File: config.mk
export PLATFORM = sky130hd
export DESIGN_NAME = cp0_exc_ctrl_flat
export DESIGN_NICKNAME = d
export VERILOG_FILES = /design/src/rtl/cp0_pkg.sv /design/src/rtl/cp0_exc_ctrl_if.sv /design/src/rtl/cp0_timer.sv /design/src/rtl/cp0_exc_ctrl.sv /design/src/flat_wrapper.sv
export SDC_FILE = /design/constraint.sdc
export NUM_CORES = 1
export LEC_CHECK = 0
export BUFFER_PORTS_ARGS = -buffer_cell sky130_fd_sc_hd__buf_2
export CORE_MARGIN = 10
export CORE_UTILIZATION = 50
export CTS_CLUSTER_DIAMETER = 80
export DETAILED_ROUTE_END_ITERATION = 16
export PLACE_DENSITY = 0.83
export SLEW_MARGIN = 10
export SYNTH_ARGS = -nofsm -noshare
export SYNTH_HDL_FRONTEND = slang
export SYNTH_SLANG_ARGS = --single-unit
File: constraint.sdc
create_clock -name clk -period 3.2 [get_ports clk]
set_input_delay 0.16 -clock clk [delete_from_list [all_inputs] [get_ports clk]]
set_output_delay 0.16 -clock clk [all_outputs]
set_load 0.01 [all_outputs]
File: src/rtl/cp0_pkg.sv
// CP0 shared constants: register numbers, bit positions,
// exception codes and the exception handler address.
package cp0_pkg;

  localparam logic [4:0] REG_COUNT   = 5'd9;
  localparam logic [4:0] REG_COMPARE = 5'd11;
  localparam logic [4:0] REG_SR      = 5'd12;
  localparam logic [4:0] REG_CAUSE   = 5'd13;
  localparam logic [4:0] REG_EPC     = 5'd14;

  localparam int IM_HI  = 15;
  localparam int IM_LO  = 10;
  localparam int EXL    = 1;
  localparam int IE     = 0;
  localparam int BD     = 31;
  localparam int EXC_HI = 6;
  localparam int EXC_LO = 2;

  localparam logic [4:0] EXC_INT     = 5'd0;
  localparam logic [4:0] EXC_ADEL    = 5'd4;
  localparam logic [4:0] EXC_ADES    = 5'd5;
  localparam logic [4:0] EXC_SYSCALL = 5'd8;
  localparam logic [4:0] EXC_RI      = 5'd10;
  localparam logic [4:0] EXC_OV      = 5'd12;

  localparam logic [31:0] HANDLER_PC = 32'h0000_4180;

endpackage

File: src/rtl/cp0_exc_ctrl_if.sv
// M-stage bus between the pipeline and CP0.
// master = pipeline side, slave = CP0 side.
interface cp0_exc_ctrl_if #(
  parameter int HWINT_W = 6
) ();
  logic [4:0]         A1;
  logic [4:0]         A2;
  logic [31:0]        Din;
  logic               We;
  logic [31:0]        VPC;
  logic               BDIn;
  logic [4:0]         ExcCodeIn;
  logic [HWINT_W-1:0] HWInt;
  logic               EXLClr;
  logic               Req;
  logic [31:0]        EPCOut;
  logic [31:0]        Dout;

  modport master (
    output A1, A2, Din, We, VPC, BDIn,
    output ExcCodeIn, HWInt, EXLClr,
    input  Req, EPCOut, Dout
  );

  modport slave (
    input  A1, A2, Din, We, VPC, BDIn,
    input  ExcCodeIn, HWInt, EXLClr,
    output Req, EPCOut, Dout
  );
endinterface

File: src/rtl/cp0_timer.sv
// Count/Compare timer with a sticky pending bit (TIP).
// Only built when CP0_COUNT_EN is defined.
module cp0_timer
  import cp0_pkg::*;
(
  input  logic        clk,
  input  logic        reset,
  input  logic        we,
  input  logic [4:0]  addr,
  input  logic [31:0] din,
  output logic [31:0] count,
  output logic [31:0] compare,
  output logic        tip
);

  logic wr_count;
  logic wr_cmp;

  assign wr_count = we && (addr == REG_COUNT);
  assign wr_cmp   = we && (addr == REG_COMPARE);

  // count free-runs; an mtc0 beats the increment
  always_ff @(posedge clk) begin
    if (!reset) begin
      count   <= '0;
      compare <= '0;
      tip     <= 1'b0;
    end else begin
      count <= wr_count ? din : count + 32'd1;
      if (wr_cmp) begin
        compare <= din;
        tip     <= 1'b0;
      end else if (count == compare && compare != '0) begin
        tip <= 1'b1;
      end
    end
  end

endmodule

File: src/rtl/cp0_exc_ctrl.sv
// CP0 exception/interrupt responder (M stage).
// Optional Count/Compare timer: define CP0_COUNT_EN.
module cp0_exc_ctrl
  import cp0_pkg::*;
#(
  parameter int          HWINT_W  = 6,
  parameter logic [31:0] RESET_SR = 32'h0000_0000
) (
  input logic               clk,
  input logic               reset,
  cp0_exc_ctrl_if.slave     bus
);

  logic [HWINT_W-1:0] im_q;
  logic [HWINT_W-1:0] ip_q;
  logic [HWINT_W-1:0] hw;
  logic               exl_q;
  logic               ie_q;
  logic               bd_q;
  logic [4:0]         exc_q;
  logic [31:0]        epc_q;
  logic               int_req;
  logic               exc_req;
  logic               req;
  logic               wr_ok;
  logic [31:0]        sr_rd;
  logic [31:0]        cause_rd;
  logic [31:0]        dout;

`ifdef CP0_COUNT_EN
  logic [31:0] count;
  logic [31:0] compare;
  logic        tip;

  cp0_timer u_timer (
    .clk     (clk),
    .reset   (reset),
    .we      (wr_ok),
    .addr    (bus.A2),
    .din     (bus.Din),
    .count   (count),
    .compare (compare),
    .tip     (tip)
  );

  // timer pending folds into the top interrupt line
  always_comb begin
    hw = bus.HWInt;
    hw[HWINT_W-1] = bus.HWInt[HWINT_W-1] | tip;
  end
`else
  assign hw = bus.HWInt;
`endif

  assign int_req = (|(hw & im_q)) & ie_q & ~exl_q;
  assign exc_req = (bus.ExcCodeIn != 5'd0) & ~exl_q;
  assign req     = reset & (int_req | exc_req);
  assign wr_ok   = bus.We & ~req;
  assign bus.Req = req;

  // architectural register state
  always_ff @(posedge clk) begin
    if (!reset) begin
      im_q  <= RESET_SR[IM_LO +: HWINT_W];
      exl_q <= RESET_SR[EXL];
      ie_q  <= RESET_SR[IE];
      ip_q  <= '0;
      bd_q  <= 1'b0;
      exc_q <= '0;
      epc_q <= '0;
    end else begin
      ip_q <= hw;
      if (req) begin
        exl_q <= 1'b1;
        bd_q  <= bus.BDIn;
        exc_q <= int_req ? EXC_INT : bus.ExcCodeIn;
        epc_q <= bus.BDIn ? bus.VPC - 32'd4 : bus.VPC;
      end else begin
        if (bus.EXLClr)
          exl_q <= 1'b0;
        if (wr_ok && bus.A2 == REG_SR) begin
          im_q  <= bus.Din[IM_LO +: HWINT_W];
          exl_q <= bus.Din[EXL];
          ie_q  <= bus.Din[IE];
        end
        if (wr_ok && bus.A2 == REG_EPC)
          epc_q <= bus.Din;
      end
    end
  end

  // pack SR/Cause views
  always_comb begin
    sr_rd = '0;
    sr_rd[IM_LO +: HWINT_W] = im_q;
    sr_rd[EXL] = exl_q;
    sr_rd[IE]  = ie_q;
    cause_rd = '0;
    cause_rd[BD] = bd_q;
    cause_rd[IM_LO +: HWINT_W] = ip_q;
    cause_rd[EXC_HI:EXC_LO] = exc_q;
  end

  // mfc0 read mux
  always_comb begin
    dout = '0;
    unique case (1'b1)
      bus.A1 == REG_SR:    dout = sr_rd;
      bus.A1 == REG_CAUSE: dout = cause_rd;
      bus.A1 == REG_EPC:   dout = epc_q;
`ifdef CP0_COUNT_EN
      bus.A1 == REG_COUNT:   dout = count;
      bus.A1 == REG_COMPARE: dout = compare;
`endif
      default: dout = '0;
    endcase
  end

  assign bus.Dout = dout;

  // eret sees an mtc0 EPC still in M
  assign bus.EPCOut =
    (wr_ok && bus.A2 == REG_EPC) ? bus.Din : epc_q;

endmodule

File: src/flat_wrapper.sv
// flat-port wrapper written by rule: the top's interface ports become plain ports
module cp0_exc_ctrl_flat import cp0_pkg::*;
#(
  parameter int          HWINT_W  = 6,
  parameter logic [31:0] RESET_SR = 32'h0000_0000
)
  (clk, reset, bus_A1, bus_A2, bus_Din, bus_We, bus_VPC, bus_BDIn, bus_ExcCodeIn, bus_HWInt, bus_EXLClr, bus_Req, bus_EPCOut, bus_Dout);
  cp0_exc_ctrl_if #(.HWINT_W(HWINT_W)) bus_i ();
  input logic clk;
  input logic reset;
  input wire logic [$bits(bus_i.A1)-1:0] bus_A1;
  input wire logic [$bits(bus_i.A2)-1:0] bus_A2;
  input wire logic [$bits(bus_i.Din)-1:0] bus_Din;
  input wire logic [$bits(bus_i.We)-1:0] bus_We;
  input wire logic [$bits(bus_i.VPC)-1:0] bus_VPC;
  input wire logic [$bits(bus_i.BDIn)-1:0] bus_BDIn;
  input wire logic [$bits(bus_i.ExcCodeIn)-1:0] bus_ExcCodeIn;
  input wire logic [$bits(bus_i.HWInt)-1:0] bus_HWInt;
  input wire logic [$bits(bus_i.EXLClr)-1:0] bus_EXLClr;
  output wire logic [$bits(bus_i.Req)-1:0] bus_Req;
  output wire logic [$bits(bus_i.EPCOut)-1:0] bus_EPCOut;
  output wire logic [$bits(bus_i.Dout)-1:0] bus_Dout;
  assign bus_i.A1 = bus_A1;
  assign bus_i.A2 = bus_A2;
  assign bus_i.Din = bus_Din;
  assign bus_i.We = bus_We;
  assign bus_i.VPC = bus_VPC;
  assign bus_i.BDIn = bus_BDIn;
  assign bus_i.ExcCodeIn = bus_ExcCodeIn;
  assign bus_i.HWInt = bus_HWInt;
  assign bus_i.EXLClr = bus_EXLClr;
  assign bus_Req = bus_i.Req;
  assign bus_EPCOut = bus_i.EPCOut;
  assign bus_Dout = bus_i.Dout;
  cp0_exc_ctrl #(.HWINT_W(HWINT_W), .RESET_SR(RESET_SR)) u_core (.clk(clk), .reset(reset), .bus(bus_i));
endmodule
==> results.cfg <==
[yosys]
synthArstFlopShare_pct = 0
synth.yosys.seq_area_share_pct = 28.6
synth_area_um2 = 3630
yosys_warnings = 0
synth-seq-cells = 52
synthFlopType = dfxtp_1
yosys.area.top_type = dfxtp_1
ys_top_cells_by_area = dfxtp_1 (29%), mux2_1 (9.3%), nor3_1 (6.1%), and2_1 (4.5%), xnor2_1 (3.6%)
synth_edf_count = 0
syn_inst = 434
synth_cell_types = 53
syn_nets = 525
avgSynthCellArea_um2 = 8.37
synth_top_area_share_pct = 28.6

[die]
die_w_um = 105
die_y_um = 105
core.rowCount = 31
fp.dieArea_um2 = 11100
coreArea_um2 = 7180
pin_count = 155
start_util_pct = 50.7

[clock_network]
cts_sinks = 52
clock_path_buffers = 2
clk_pin_slew_ns = 0.09
post_cts_buffers = 0
htreeDepth = 2
clk_latency_ns = 0.30
root_buffer = clkbuf_8
ctsHoldBuffers = 0
cts_buffers = 5
cts_tree = built
cts_resized = 0

[setup_path]
cpMaxStageDelayCell = o21ai_2
rr_worst_depth = 7
cp-endpoint = bus_EPCOut[22]
cp-end-kind = output pin
crit_family = compound AO/OA/AOI/OAI gates
cpPeakStageDelay_ns = 0.39
cp.depth = 8
crit_start = u_core.im_q[0]
worstPathCellList = a22oi_1 > a311oi_2 > o21ai_2 > inv_2 > nor2_4 > buf_4 > mux2_1 > buf_2
r2r_setup_slack_ns = 1.00
cp.required_ns = 3.04
cp_max_fo = 13
path_class = reg2out
cp.buffers_inverters = 3
timing.rr.end = u_core.epc_q[17]
timing.rr.start = u_core.im_q[0]
arrival_ns = 2.75
start_kind = register

[routing]
avgViaCountPerCell = 5.85
drtIter0Drc = 250
routedWlPerCell_um = 18.5
num_vias = 3909
drt-total-wl_mm = 12.3
ant_nets = 0
dr.pass1.iters = 5
drcViolationCount = 0

[sta]
setup-violations-final = 0
drv_slew = 0
worst_slew_margin_rel_pct = 45.0
fin_skew_ns = 0.00516
rsz0062_at_grt = false
max_freq_mhz = 344
min_period_ns = 2.91
hold_viol = 0
finalSetupTns_ns = 0
worst_pin_slew_ns = 0.825
min_period_over_period_pct = 90.9

[grt]
first_global_vias = 3947
grt_start_max_net_pins = 44
grt_pass1_wl_mm = 19.4
antenna_found_initial = 0
grt_util_all_layers_pct = 20.6
gr-total-overflow = 0

[final_layout]
multi_input_area_um2 = 2420
drive_gt1_share_pct = 33.2
fin_cells = 668
nets = 660
fill_cells = 649
mostFrequentLayoutCells = buf_2 (154), dfxtp_1 (52), nor3_1 (44), mux2_1 (30), and2_1 (26)
final_common_cell = buf_2
regArea_um2 = 1040
final_cell_area_um2 = 4560
syn2layout_area_growth_pct = 25.4
antennaDiodeCount = 0

[placed_design]
place_inst = 661
io_buffers = 154
gp_congestion = 0.914
detailed_place.area_um2 = 4480
hpwl_mm = 10.0

[pwr]
irDropWorstVdd_mv = 0.184
power_mw = 1.48
leakage_nw = 1.96
p_per_area_nw_per_um2 = 324

[hold_path]
hold_class = in2reg

[flow_run]
cap_violations = 0

[run_status]
status = finished, final reports clean
## registers in the layout, indices dropped and copies added, names as in the netlist
signal	count
u_core.epc_q	32
u_core.bd_q	1
u_core.im_q	6
u_core.exl_q	1
u_core.exc_q	5
u_core.ip_q	6
u_core.ie_q	1
## stage by stage
step | hold WS, ns | utilization [%] | setup WS (ns)
after floorplan | 0.282 | - | 1.06
after global placement | 0.380 | 62.4 | 0.779
after detailed placement | 0.389 | 62.4 | 0.658
after CTS | 0.0697 | 63.5 | 0.304
after global routing | 0.0745 | 63.5 | 0.131
final | 0.0730 | 63.5 | 0.291
## where the power goes
part / total [mW] / switching [mW] / internal [mW] / leakage (nW)
clock network: 0.357 / 0.208 / 0.149 / 0.0410
logic: 0.384 / 0.214 / 0.169 / 1.49
registers: 0.734 / 0.0373 / 0.697 / 0.431
## cells by family (layout without fill, tap and decap cells)
logic type | Yosys count | count (layout) | share of synthesized area, %
AOI/OAI and AO/OA | 78 | 78 | 14.6
DFF | 52 | 52 | 28.6
and+or+nand+nor | 185 | 185 | 30.9
adders and majority gates | 1 | 1 | 0.344
buffers and inverters | 44 | 179 | 5.06
xor gates and xnor gates | 29 | 29 | 6.99
muxes | 45 | 45 | 13.5
## cell type report
cell class	instances	area share, %
Clock buffer	6	1.59
Clock inverter	1	0.110
Inverter	7	0.576
Multi-Input combinational cell	338	53.2
Sequential cell	52	22.8
Tap cell	99	2.72
Timing Repair Buffer	165	19.0
## how the worst min path moves through the flow
| stage | from | end | depth (start not counted) | slack (ns) |
|---|---|---|---|---|
| after floorplan | bus_HWInt[0] | u_core.ip_q[0] | 1 | 0.28 |
| after global placement | bus_HWInt[1] | u_core.ip_q[1] | 2 | 0.38 |
| after detailed placement | bus_HWInt[0] | u_core.ip_q[0] | 2 | 0.39 |
| after CTS | bus_HWInt[0] | u_core.ip_q[0] | 2 | 0.07 |
| after global routing | bus_HWInt[2] | u_core.ip_q[2] | 2 | 0.07 |
| final | bus_HWInt[0] | u_core.ip_q[0] | 2 | 0.07 |
## synthesized netlist by cell type (all sizes together) (2+ instances only)
library cell	count
nand4	14
mux2i	13
xor2	14
xnor2	15
inv	7
nand3b	2
clkbuf	29
a211oi	14
nor4	10
o31ai	14
nand2b	2
nand4b	9
nor3b	2
buf	8
a22oi	3
dfxtp	52
nand2	14
a22o	6
nor4b	4
or2	2
mux2	32
or4	17
nand3	10
nor3	47
a21oi	9
and2	26
or3	5
nor2	17
o21ai	26
## layer usage
layer / vias to the layer above / GRT usage, % / part of all wire [%]
met2: 168 / 36.6 / 49
met5: - / 0 / 0
met3: 16 / 4.69 / 7.8
met4: 0 / 6.08 / 1.4
li1: 1902 / - / -
met1: 1823 / 24.2 / 41
Power figures use the tool's default switching activity.
